==> config.mk <==
export PLATFORM = sky130hd
export DESIGN_NAME = up_debounce
export DESIGN_NICKNAME = d
export VERILOG_FILES = /design/src/rtl/fsm_pkg.sv /design/src/rtl/up_debounce_sync_ff.sv /design/src/rtl/up_debounce.sv
export SDC_FILE = /design/constraint.sdc
export NUM_CORES = 1
export LEC_CHECK = 0
export ABC_AREA = 1
export CORE_MARGIN = 2
export CORE_UTILIZATION = 30
export CTS_CLUSTER_SIZE = 30
export DETAILED_ROUTE_END_ITERATION = 10
export SETUP_SLACK_MARGIN = 0.1
export SYNTH_ARGS = -nofsm -noshare
export SYNTH_HDL_FRONTEND = slang
export SYNTH_SLANG_ARGS = --single-unit
export TNS_END_PERCENT = 5
==> constraint.sdc <==
create_clock -name clk -period 3.46 [get_ports clk]
set_input_delay 0.519 -clock clk [delete_from_list [all_inputs] [get_ports clk]]
set_output_delay 0.519 -clock clk [all_outputs]
set_load 0.02 [all_outputs]
==> src/rtl/fsm_pkg.sv <==
// ----------------------------------------------------------------------------
// fsm_pkg
// Shared types and default constants for the button-conditioning path that
// feeds the 2-bit fsm counter's `up` input.
//   deb_state_t        : debounce FSM state encoding
//   DEB_STABLE_CYCLES  : default consecutive-sample window
//   DEB_SYNC_STAGES    : default synchroniser depth
//   sat_inc()          : saturating increment, used by the glitch counter
// ----------------------------------------------------------------------------
package fsm_pkg;

    typedef enum logic [1:0] {
        LOW_STABLE,
        LOW_TO_HIGH,
        HIGH_STABLE,
        HIGH_TO_LOW
    } deb_state_t;

    localparam int DEB_STABLE_CYCLES = 4;
    localparam int DEB_SYNC_STAGES   = 2;

    // Increment that sticks at all-ones; width is the caller's 32-bit view,
    // the all-ones pattern is passed in so any counter width can use it.
    function automatic logic [31:0] sat_inc(input logic [31:0] v,
                                            input logic [31:0] max_v);
        return (v == max_v) ? v : v + 32'd1;
    endfunction

endpackage

==> src/rtl/up_debounce_sync_ff.sv <==
// ----------------------------------------------------------------------------
// sync_ff
// Plain flop-chain synchroniser for an asynchronous single-bit level. Nothing
// sits between the stages so every flop has a full cycle to resolve.
//   clk : sampling clock, rising edge
//   rst : synchronous, active-high; clears every stage
//   d   : asynchronous input level
//   q   : synchronised level (last stage)
// ----------------------------------------------------------------------------
module sync_ff #(
    parameter int STAGES = 2
) (
    input  logic clk,
    input  logic rst,
    input  logic d,
    output logic q
);

    logic [STAGES-1:0] sync_q;

    always_ff @(posedge clk) begin
        if (rst) begin
            sync_q <= '0;
        end else begin
            sync_q <= {sync_q[STAGES-2:0], d};
        end
    end

    assign q = sync_q[STAGES-1];

endmodule

==> src/rtl/up_debounce.sv <==
// ----------------------------------------------------------------------------
// up_debounce
// Synchronises a raw bouncing button level and filters it with a
// consecutive-sample state machine. The clean level drives fsm.up; edge
// pulses and a saturating count of aborted transitions help bring-up.
//   clk        : system clock, rising edge
//   rst        : synchronous, active-high reset
//   btn_in     : raw asynchronous button level (may bounce)
//   up         : debounced level, registered
//   up_rise    : one-cycle pulse in the first cycle up reads 1
//   up_fall    : one-cycle pulse in the first cycle up reads 0
//   bounce_cnt : number of aborted transitions, saturating at all-ones
// ----------------------------------------------------------------------------
module up_debounce
    import fsm_pkg::*;
#(
    parameter int SYNC_STAGES   = DEB_SYNC_STAGES,
    parameter int STABLE_CYCLES = DEB_STABLE_CYCLES,
    parameter int BOUNCE_W      = 8
) (
    input  logic                clk,
    input  logic                rst,
    input  logic                btn_in,
    output logic                up,
    output logic                up_rise,
    output logic                up_fall,
    output logic [BOUNCE_W-1:0] bounce_cnt
);

    localparam int CNT_W = $clog2(STABLE_CYCLES + 1);
    localparam logic [CNT_W-1:0] CNT_DONE = CNT_W'(STABLE_CYCLES);
    localparam logic [BOUNCE_W-1:0] BOUNCE_MAX = '1;

    logic s;

    deb_state_t          state_q, state_d;
    logic [CNT_W-1:0]    cnt_q, cnt_d, cnt_inc;
    logic                up_q, up_d;
    logic                rise_q, rise_d;
    logic                fall_q, fall_d;
    logic [BOUNCE_W-1:0] bounce_q, bounce_d, bounce_inc;

    sync_ff #(
        .STAGES(SYNC_STAGES)
    ) u_sync (
        .clk(clk),
        .rst(rst),
        .d  (btn_in),
        .q  (s)
    );

    // The window counter never exceeds STABLE_CYCLES, so no wrap is possible.
    assign cnt_inc    = cnt_q + CNT_W'(1);
    assign bounce_inc = BOUNCE_W'(sat_inc(32'(bounce_q), 32'(BOUNCE_MAX)));

    always_comb begin
        state_d  = state_q;
        cnt_d    = cnt_q;
        up_d     = up_q;
        rise_d   = 1'b0;
        fall_d   = 1'b0;
        bounce_d = bounce_q;
        case (state_q)
            LOW_STABLE: begin
                if (s) begin
                    // A one-sample window is already satisfied by this sample.
                    if (STABLE_CYCLES == 1) begin
                        state_d = HIGH_STABLE;
                        up_d    = 1'b1;
                        rise_d  = 1'b1;
                        cnt_d   = '0;
                    end else begin
                        state_d = LOW_TO_HIGH;
                        cnt_d   = CNT_W'(1);
                    end
                end
            end
            LOW_TO_HIGH: begin
                if (s) begin
                    if (cnt_inc == CNT_DONE) begin
                        state_d = HIGH_STABLE;
                        up_d    = 1'b1;
                        rise_d  = 1'b1;
                        cnt_d   = '0;
                    end else begin
                        cnt_d = cnt_inc;
                    end
                end else begin
                    state_d  = LOW_STABLE;
                    cnt_d    = '0;
                    bounce_d = bounce_inc;
                end
            end
            HIGH_STABLE: begin
                if (!s) begin
                    if (STABLE_CYCLES == 1) begin
                        state_d = LOW_STABLE;
                        up_d    = 1'b0;
                        fall_d  = 1'b1;
                        cnt_d   = '0;
                    end else begin
                        state_d = HIGH_TO_LOW;
                        cnt_d   = CNT_W'(1);
                    end
                end
            end
            HIGH_TO_LOW: begin
                if (!s) begin
                    if (cnt_inc == CNT_DONE) begin
                        state_d = LOW_STABLE;
                        up_d    = 1'b0;
                        fall_d  = 1'b1;
                        cnt_d   = '0;
                    end else begin
                        cnt_d = cnt_inc;
                    end
                end else begin
                    state_d  = HIGH_STABLE;
                    cnt_d    = '0;
                    bounce_d = bounce_inc;
                end
            end
            default: begin
                state_d = LOW_STABLE;
                cnt_d   = '0;
            end
        endcase
    end

    // Reset clears up without a fall pulse: pulses only come from the FSM.
    always_ff @(posedge clk) begin
        if (rst) begin
            state_q  <= LOW_STABLE;
            cnt_q    <= '0;
            up_q     <= 1'b0;
            rise_q   <= 1'b0;
            fall_q   <= 1'b0;
            bounce_q <= '0;
        end else begin
            state_q  <= state_d;
            cnt_q    <= cnt_d;
            up_q     <= up_d;
            rise_q   <= rise_d;
            fall_q   <= fall_d;
            bounce_q <= bounce_d;
        end
    end

    assign up         = up_q;
    assign up_rise    = rise_q;
    assign up_fall    = fall_q;
    assign bounce_cnt = bounce_q;

endmodule
# Yosys cells after proc, flatten, opt, wreduce, memory -nomap -nowiden
# Cells that the tools add are included.
# op_classes
n_bitwise,3
div,0
n_mul,0
n_reduce_logical,8
n_addsub,2
n_eq_ne,15
shifts,0
order_cmp,0
muxes,23
# op_table
op,n
two-way mux 8 bit,3
one-hot mux 8 bit (2 select lines),1
two-way mux 3 bit,5
two-way mux 2 bit,6
one-hot mux 3 bit (4 select lines),1
!= test 2 bit (second input constant),5
adder 8 x 1 -> 8 bit (second input constant),1
== test 8 bit (second input constant),1
one-hot mux 2 bit (4 select lines),1
!= test 2 x 1 -> 1 bit (second input constant),3
OR reduction 3 bit,2
two-way mux 1 bit,5
AND reduction 5 bit,1
== test 2 bit (second input constant),2
AND reduction 4 bit,1
adder 3 x 1 -> 3 bit (second input constant),1
== test 3 bit (second input constant),1
!= test 3 x 2 -> 1 bit (second input constant),1
!= test 3 bit (second input constant),1
NOT 1 bit,3
AND reduction 3 bit,1
== test 2 x 1 -> 1 bit (second input constant),1
logical NOT 2 bit,1
one-hot mux 1 bit (2 select lines),1
2 further kinds,2
# word_totals
ramBits,0
ff_bits,18
mem_bits_ro,0
in_bits,3
output_inout_bits,11
word_cells,58
memories,0
latchBits,0

# Longest topological paths before layout
# logic_depth
depth_word,5
ltp_mapped,8
mapped_depth_nobuf,8

# By module
# A second synthesis with hierarchy kept.
# hier_totals
cells_unflattened,129
hier_area_um2,923.4
# modules_own_cells
mod,n_inst,seq_area_each_um2,cells_per_inst,area_per_inst_um2
up_debounce,1,320.3,123,868.3
sync_ff,1,40.0,6,55.1

# Worst setup path after synthesis
# Ideal clock, no wire load.
# synth_path
path_kind,register to register
startpoint,reg bounce_q[1] (netlist: bounce_cnt[1])
endpoint,reg bounce_q[4] (netlist: bounce_cnt[4])
stages_incl_launch_ff,8
n_path_buf,0
setup_time_ps,71
slack_ps,2135
t_required_ps,3389
arrival_time_ps,1255
cell_sequence,dfxtp_1 -> ha_1 -> nand3_2 -> clkinv_1 -> nand2_2 -> nand2_4 -> nand2_1 -> a21oi_1
# synth_between
elab_chain_cells,4
word_cells_on_any_way,6
cone_classes,add/sub: 1; eq/ne: 1; mux: 4
# synth_lines
element,line,source
start: declaration,up_debounce.sv:41,"logic [BOUNCE_W-1:0] bounce_q, bounce_d, bounce_inc;"
start signal: assignment,up_debounce.sv:145,bounce_q <= bounce_d;
adder 8 x 1 -> 8 bit or == test 8 bit (tied branches),fsm_pkg.sv:26,return (v == max_v) ? v : v + 32'd1;
two-way mux 8 bit *,fsm_pkg.sv:26,
two-way mux 8 bit (on tied branches),"up_debounce.sv:108, up_debounce.sv:79",
one-hot mux 8 bit (2 select lines) *,up_debounce.sv:63,case (state_q)
# Every way passes the cells marked *; elsewhere a longest branch is shown, timed or not. The select of a mux whose other input is x is not followed.
# A chain may end at the register's enable or synchronous reset.

# Worst setup path after layout
# layout_path
startpoint,reg bounce_q[2] (netlist: bounce_cnt[2])
endpoint,out bounce_cnt[2]
# layout_lines
element,line,source
end: declaration,up_debounce.sv:27,output logic [BOUNCE_W-1:0] bounce_cnt
# No word-level cell between the ends.

==> impl_metrics.csv <==
group,metric,value,unit
run_status,outcome,"finished clean",
power_and_ir_drop,clockPowerShare,29.9,%
timing,timing.final.setup_violations,0,
synthesis,synthesis.area,892.1,um^2
synthesis,synth_fp_nets,134,
clock_tree,tritoncts,"done",
grt,grt-busiest-layer,"met2",
critical_path,critical_path_class,"register to primary output",
critical_path,ff2ff_setup_slack,2.14,ns
timing,final_hold_viol_count,0,
timing,timing.fmax,514.2,MHz
power_and_ir_drop,power.share.switching,21.90,%
timing,timing.final.crit_period,1.945,ns
layout,layout.cells.most_common_list,"nand2_1 (34), inv_1 (19), dfxtp_1 (18), nor2_1 (17), clkdlybuf4s50_1 (13)",
layout,post_layout_instance_count_excluding_filler_cells,174,
detailed_routing,vias,783,
place,detailed_place_hpwl,1253,um
synthesis,netlist_top_cells_area,"dfxtp_1 (40%), nand2_1 (14%), inv_1 (8.0%), nor2_1 (7.2%), a21oi_1 (4.5%)",
critical_path,cp_slowest_cell,"clkdlybuf4s50_1",
critical_path,worstPathCellList,"clkdlybuf4s50_1",
floorplan,design.portCount,14,
layout,post_route_cells_drive_above_1_share,6.993,%
layout,final_design_area_no_fill,1080,um^2
critical_path,timing.critical_path.to,"bounce_cnt[2]",
grt,grt_util_all_layers,11.33,%
critical_path,cp-end-kind,"primary output",
floorplan,initial_cell_density_of_the_core,32.07,%
clock_tree,cts_resized,0,
power_and_ir_drop,power.share.sequential,64.4,%
detailed_routing,drt_wl_total,1639,um
layout,most_common_library_cell_in_the_layout_ignoring_fill_and_taps,"nand2_1",
power_and_ir_drop,cellPowerDensity,305.6,nW/um^2
timing,final.setup.tns,0,ns
detailed_routing,drtPass1Iterations,2,
floorplan,floorplan.die.width,58.53,um
detailed_routing,wire_per_inst,9.420,um
synthesis,synthesis.yosys.warnings,0,
synthesis,synthCells,128,
power_and_ir_drop,power.leakage,0.0004434,uW
power_and_ir_drop,internal_power,257.7,uW
synthesis,post_synthesis_area_per_instance,6.970,um^2
clock_tree,number_of_post_cts_setup_repair_buffers,0,
critical_path,worst_r2r_path_depth,7,
synthesis,synthesis_stage_register_bit_count,18,
clock_tree,root_buffer,"clkbuf_4",
layout,layout.filler_cells,293,
detailed_routing,first_iter_violations,12,
clock_tree,cts_max_path_buffers,2,
floorplan,die-area,3426,um^2
clock_tree,clock_latency,0.29,ns
place,placedCellCount,171,
floorplan,floorplan_row_count,19,
critical_path,cp_num_buf_inv,1,
worst_hold_path,holdCritPathClass,"register to register",
critical_path,timing.rr.end,"bounce_cnt[4]",
critical_path,setup.worst_path.start_class,"register",
timing,min_period_over_period,56.21,%
layout,syn_to_final_growth,21.04,%
clock_tree,holdBufCountCts,0,
grt,grt_first_pass_wirelength,2967,um
synthesis,post-synth-top-area-fraction,40.39,%
timing,timing.max_slew.rel_slack,63.42,%
floorplan,core,2781,um^2
critical_path,cp.required,2.94,ns
grt,grt_util_met2,16.21,%
detailed_routing,remaining_drc_errors,0,
clock_tree,clk_pin_slew_worst_paths,0.09,ns
detailed_routing,drtAntennaViolNets,0,
grt,grt-ovfl-total,0,
job,timing.max_cap.violations,0,
power_and_ir_drop,power_frac_comb,5.7,%
grt,antenna_found_initial,0,
layout,num-nets-final,151,
grt,met3_track_demand_over_resource_in_global_routing,1.978,%
clock_tree,cts_sinks,18,
critical_path,cp_num_cells,1,
timing,skew,0.001122,ns
power_and_ir_drop,power.switching,72.26,uW
critical_path,regToRegStartpoint,"bounce_cnt[1]",
clock_tree,htree_levels,1,
timing,worst_slew_pin_slew,0.5470,ns
grt,via_count_of_the_first_global_routing_pass,697,
critical_path,worstPathMaxFanout,7,
place,io_buffers,13,
synthesis,yosysTopAreaCell,"dfxtp_1",
layout,num_antenna_cells,0,
synthesis,register_area_share_after_synthesis,40.39,%
power_and_ir_drop,power.total,329.9,uW
grt,grt.met1_usage,15.70,%
synthesis,count_of_unique_library_cells_instantiated_by_yosys,20,
critical_path,cp_data_arrival_time,1.43,ns
clock_tree,numCtsBuffers,3,
critical_path,critical-path-top-delay-family,"buffers and inverters",
critical_path,worst_setup_path_startpoint,"bounce_cnt[2]",
critical_path,cpPeakStageDelay,0.66,ns
detailed_routing,drt-vias-per-instance,4.500,
grt,grt_max_degree,16,
place,post_dp_cell_area,1057,um^2
timing,final_max_slew_viol_count,0,
timing,unrepaired_setup_endpoints_after_global_routing,"false",
power_and_ir_drop,worst_ir_drop_vdd,229.3,uV
floorplan,chipHeight,58.53,um
place,gp_congestion,0.7757,
==> stage by stage <==
step,hold slack (ns),setup WS [ns],util [%]
3_3_place_gp,0.4015,1.697,38.01
2_1_floorplan,0.3883,2.135,-
5_1_grt,0.4529,1.429,38.82
6_report,0.4097,1.515,38.82
4_1_cts,0.4140,1.497,38.82
3_5_place_dp,0.3966,1.652,38.01
==> final cells by class <==
type | instances | area, um^2 | area share (%)
Multi-Input combinational cell | 89 | 452.9 | 41.95
Sequential cell | 18 | 360.3 | 33.37
Timing Repair Buffer | 13 | 130.1 | 12.05
Inverter | 20 | 75.07 | 6.952
Tap cell | 31 | 38.79 | 3.592
Clock buffer | 3 | 22.52 | 2.086
==> how the worst min path moves through the flow <==
stage / startpoint / to / slack [ns] / depth (start not counted)
finish: u_sync.sync_q[0] / u_sync.sync_q[1] / 0.41 / 2
detailed placement: u_sync.sync_q[0] / u_sync.sync_q[1] / 0.40 / 2
CTS: u_sync.sync_q[0] / u_sync.sync_q[1] / 0.41 / 2
floorplan: u_sync.sync_q[0] / u_sync.sync_q[1] / 0.39 / 2
global route: u_sync.sync_q[0] / u_sync.sync_q[1] / 0.45 / 2
global placement: u_sync.sync_q[0] / u_sync.sync_q[1] / 0.40 / 2
==> Yosys cell counts, drive strengths merged <==
master and count:
nand2 37, nor2 20, inv 19, dfxtp 18, nand3 9, a21oi 8
o21ai 4, ha 3, xor2 3, nand4 2, nor3 2, clkbuf 1
clkinv 1, xnor2 1
==> cell families (layout without fill, tap and decap cells) <==
family,Yosys count,in the layout,share of synthesized area (%)
AO/OA/AOI/OAI,12,12,6.731
adder cells (fa/ha/maj),3,3,4.208
flip-flops,18,18,40.39
AND/OR/NAND/NOR,70,70,35.90
XOR/XNOR,4,4,3.928
buffers and inverters,21,36,8.835
==> layer usage <==
layer | part of all wire [%] | up-vias | wire length, um
met5 | 0 | - | 0
met3 | 3.2 | 4 | 53
met4 | 1.8 | 0 | 29
li1 | - | 426 | -
met2 | 41 | 12 | 672
met1 | 54 | 341 | 884
==> worst register-to-register path: stages (launching register included) <==
cell	delay (ns)
dfxtp_1	0.41
ha_1	0.25
nand3_2	0.13
clkinv_1	0.08
nand2_2	0.08
nand2_4	0.11
nand2_1	0.05
a21oi_1	0.14
==> power by group through the flow <==
stage	sequential, uW	combinational (uW)	clock, uW
CTS	212	19.1	106
global route	213	21.5	118
global placement	217	18.9	0
finish	212	18.9	98.5
detailed placement	217	19.0	0
floorplan	218	11.5	0
==> state kept, by name (all words and copies together), names as in the netlist, named ones only <==
signal	cells
bounce_cnt	8
cnt_q	3
u_sync.sync_q	2
state_q	1
up	1
up_fall	1
up_rise	1
Note: power is estimated with default switching activity, not from simulation.
==> edit 1, RTL diff (same flow settings) <==
Reset style: asynchronous (`rst`), changed in 2 clocked blocks. Comments in the files are not updated.
--- a/src/rtl/up_debounce_sync_ff.sv
+++ b/src/rtl/up_debounce_sync_ff.sv
@@ -18,7 +18,7 @@
 
     logic [STAGES-1:0] sync_q;
 
-    always_ff @(posedge clk) begin
+    always_ff @(posedge clk or posedge rst) begin
         if (rst) begin
             sync_q <= '0;
         end else begin
--- a/src/rtl/up_debounce.sv
+++ b/src/rtl/up_debounce.sv
@@ -128,7 +128,7 @@
     end
 
     // Reset clears up without a fall pulse: pulses only come from the FSM.
-    always_ff @(posedge clk) begin
+    always_ff @(posedge clk or posedge rst) begin
         if (rst) begin
             state_q  <= LOW_STABLE;
             cnt_q    <= '0;
Function: differs if rst is asserted again (counterexample within 10 cycles, from zero or initial values and one cycle with rst high); with rst held inactive, the same outputs for 10 cycles.
==> edit 1 against the original RTL <==
Wire length up 6.2%; sequential cell count unchanged; area after synthesis up 5.8%; hold slack worse by 0.054 ns; setup slack better by 0.0070 ns; final cell count down 1.1%; register-to-register slack worse by 0.04 ns; count of clock-buffer cells in the layout unchanged; final area up 5.9%; utilization down 1.1 points; critical path type unchanged; critical endpoint unchanged.
Power is not compared: it rests on default switching activity, and its combinational part moved more than twofold at a synthesized area within 25%.
==> edit 1: results (changes against the original RTL) <==
status:
  status: "finished clean"
finish:
  drive_above_1_share_pct: 10.9  # +3.9 points
  fin_nets: 138  # -8.6%
routing:
  wl_per_cell_um: 10.1  # +7.4%
  via_per_inst: 4.34  # -3.5%
  dr.pass1.iters: 4  # +2
yosys:
  yosysSeqAreaShare_pct: 47.7  # +7.4 points
  ys_async_sr_fraction_pct: 100  # +100 points
  syn-num-nets: 121  # -9.7%
global_routing:
  use_met1_pct: 15.4  # -0.25 points
  grt_max_degree: 19  # +3
  grt_usage_pct: 11.8  # +0.51 points
  grt_pass1_vias: 707  # +1.4%
  grtUsageMet3_pct: 1.95  # -0.030 points
  grt_pass1_wl_mm: 3.19  # +7.7%
  use_met2_pct: 18.3  # +2.1 points
placement:
  place_ws_ns: 1.87  # +0.218 ns
  dp_hpwl_mm: 1.30  # +4.1%
  place_area_um2: 1120  # +6.0%
  gp_congestion: 0.775  # about the same
critical_path:
  r2r_cells: 8  # +1
  crit_fanout: 6  # -1
timing:
  worst_pin_slew_ns: 0.689  # +0.142 ns
  clock_skew_ns: 0.0103  # +0.00917 ns
hold_path:
  hold_depth: 0  # -2
==> edit 1: cell types whose count changed in the layout (fill, tap and decap cells not counted), moves of 2 or more <==
cell	unedited run	this run
a21oi_1	8	2
ha_1	3	5
nor2_2	2	0
nor2_1	17	4
dfxtp_1	18	0
nor2_4	0	2
dfrtp_1	0	18
inv_1	19	12
nand2_1	34	40
inv_2	0	2
==> edit 1: where the power goes <==
group	internal, mW	leakage (nW)	switching [mW]
clock network	0.0406	0.0138	0.0653
registers	0.265	0.233	0.0667
logic	0.130	0.282	0.183
==> edit 1: layer usage <==
metal / part of all wire [%] / vias to the layer above / wire length [um]
met4: 3.0 / 0 / 52
met2: 47 / 10 / 826
met1: 47 / 351 / 823
met3: 2.1 / 5 / 37
li1: - / 381 / -
met5: 0 / - / 0
==> edit 1: area by class of cell <==
cell class | count | area (um^2) | area share (%)
inverter | 15 | 58.8 | 5.14
multi-input combinational | 79 | 427 | 37.3
tap | 44 | 55.1 | 4.81
sequential | 18 | 450 | 39.4
timing repair buffer | 13 | 130 | 11.4
clock buffer | 3 | 22.5 | 1.97
==> edit 1: final timing paths <==
kind                                  start  slack [ns]                          to
hold reg to reg            u_sync.sync_q[0]        0.36            u_sync.sync_q[1]
hold / removal             u_sync.sync_q[0]        0.36            u_sync.sync_q[1]
setup / recovery              bounce_cnt[2]        1.52               bounce_cnt[2]
setup reg to reg              bounce_cnt[0]        2.10               bounce_cnt[1]
min in group asynchronous               rst        0.61  asynchronous set/reset pin
max in group asynchronous               rst        2.40                    cnt_q[2]
==> edit 1: through the flow <==
stage	instances	power (mW)
floorplan	113	0.543
global placement	169	0.636
detailed placement	169	0.649
CTS	172	0.755
global route	172	0.810
finish	172	0.751
==> edit 1: cells by family after synthesis <==
family | share of synthesized area (%)
and+or+nand+nor | 31.8
DFF | 47.7
buffers and inverters | 7.03
AOI/OAI and AO/OA | 3.98
adders and majority gates | 6.63
xor gates and xnor gates | 2.79
==> edit 1: worst reg2reg max path: cells and delay by family, from the launching register on <==
family / cells / cell delay, ns
AND/OR/NAND/NOR: 6 / 0.52
flip-flops: 1 / 0.43
adder cells (fa/ha/maj): 1 / 0.23
buffers and inverters: 1 / 0.07
==> edit 2, RTL diff (same settings) <==
Made on the original files. `BOUNCE_W`: 8 -> 10.
--- a/src/rtl/up_debounce.sv
+++ b/src/rtl/up_debounce.sv
@@ -16,7 +16,7 @@
 #(
     parameter int SYNC_STAGES   = DEB_SYNC_STAGES,
     parameter int STABLE_CYCLES = DEB_STABLE_CYCLES,
-    parameter int BOUNCE_W      = 8
+    parameter int BOUNCE_W      = 10
 ) (
     input  logic                clk,
     input  logic                rst,
Interface: changed (resized bounce_cnt); port bits go from 14 to 16. No check against the original RTL was run, so the function may have changed too.
==> edit 2 against the original RTL <==
Total power increased by 35%; wire length increased by 9.7%; setup slack improved by 0.0028 ns; utilization decreased by 0.27 points; final area increased by 18%; first-iteration DRC count increased to 4.8 times the old value; area after synthesis increased by 15%; sequential share of layout area decreased by 2.0 points; sequential cell count increased by 2; non-clock buffer count increased by 2.
==> edit 2: results (changes against the original RTL) <==
clock_tree:
  path_clk_slew_ns: 0.12  # +0.03 ns
critical_path:
  timing.rr.end: "bounce_cnt[1]"
  rrSetupSlack_ns: 2.06  # -0.08 ns
  r2r_cells: 10  # +3
  timing.rr.start: "bounce_cnt[0]"
routing:
  via_per_inst: 4.10  # -9.0%
  dr_total_vias: 889  # +14%
  dr.pass1.iters: 4  # +2
  wl_per_cell_um: 8.29  # -12%
  drt_iter0_drc: 58  # +46
placement:
  dp_hpwl_mm: 1.41  # +12%
  gp_congestion: 0.748  # -3.6%
  port_buffers: 15  # +2
global_routing:
  grt_pass1_wl_mm: 3.33  # +12%
  grtUsageMet3_pct: 3.42  # +1.4 points
  grt_usage_pct: 10.2  # -1.1 points
  use_met2_pct: 17.6  # +1.4 points
  use_met1_pct: 12.5  # -3.2 points
  grt_pass1_vias: 808  # +16%
power_and_ir_drop:
  power_leakage_nw: 0.512  # +15%
  max-vdd-ir-drop_mv: 0.228  # -0.63%
status:
  status: "finished clean"
yosys:
  synthCells: 153  # +20%
  synth_top_cells_by_count: "nand2_1 (46), nor2_1 (29), inv_1 (25)"
  yosys-top-cells-area: "dfxtp_1 (39%), nand2_1 (17%), nor2_1 (11%)"
  syn-num-nets: 160  # +19%
timing:
  clock_skew_ns: 0.00221  # +0.00109 ns
  worst_pin_slew_ns: 0.381  # -0.166 ns
finish:
  fin_nets: 179  # +19%
-- edit 2: metal layers --
metal / wire (um) / part of all wire [%]
met5: 0 / 0
met3: 63 / 3.5
met4: 0 / 0
met2: 856 / 48
met1: 878 / 49
-- edit 2: stage by stage --
stage | cell area, um^2 | worst slack, ns | power, mW | hold WS [ns]
after floorplan | 1020 | 2.06 | 0.255 | 0.388
after global placement | 1220 | 1.59 | 0.262 | 0.399
after detailed placement | 1220 | 1.57 | 0.262 | 0.396
after CTS | 1280 | 1.50 | 0.456 | 0.414
after global routing | 1280 | 1.43 | 0.470 | 0.450
final | 1280 | 1.52 | 0.447 | 0.412
-- edit 2: area by class of cell --
| type | count | area (um^2) |
|---|---|---|
| timing repair buffer | 15 | 150 |
| clock inverter | 1 | 30.0 |
| inverter | 27 | 104 |
| tap | 46 | 57.6 |
| clock buffer | 3 | 22.5 |
| fill | 381 | 2030 |
| multi-input combinational | 105 | 512 |
| sequential | 20 | 400 |
-- edit 2: power by group --
| part | internal (mW) | switching [mW] |
|---|---|---|
| Sequential | 0.233 | 0.00290 |
| Clock | 0.117 | 0.0736 |
| Combinational | 0.00810 | 0.0123 |
-- edit 2: cells by family (layout without fill, tap and decap cells) --
group	Yosys count	count (layout)	synth area share, %
buffers and inverters	28	46	10.9
AO/OA/AOI/OAI	8	8	4.52
adder cells (fa/ha/maj)	4	4	4.89
AND/OR/NAND/NOR	93	93	40.6
flip-flops	20	20	39.1
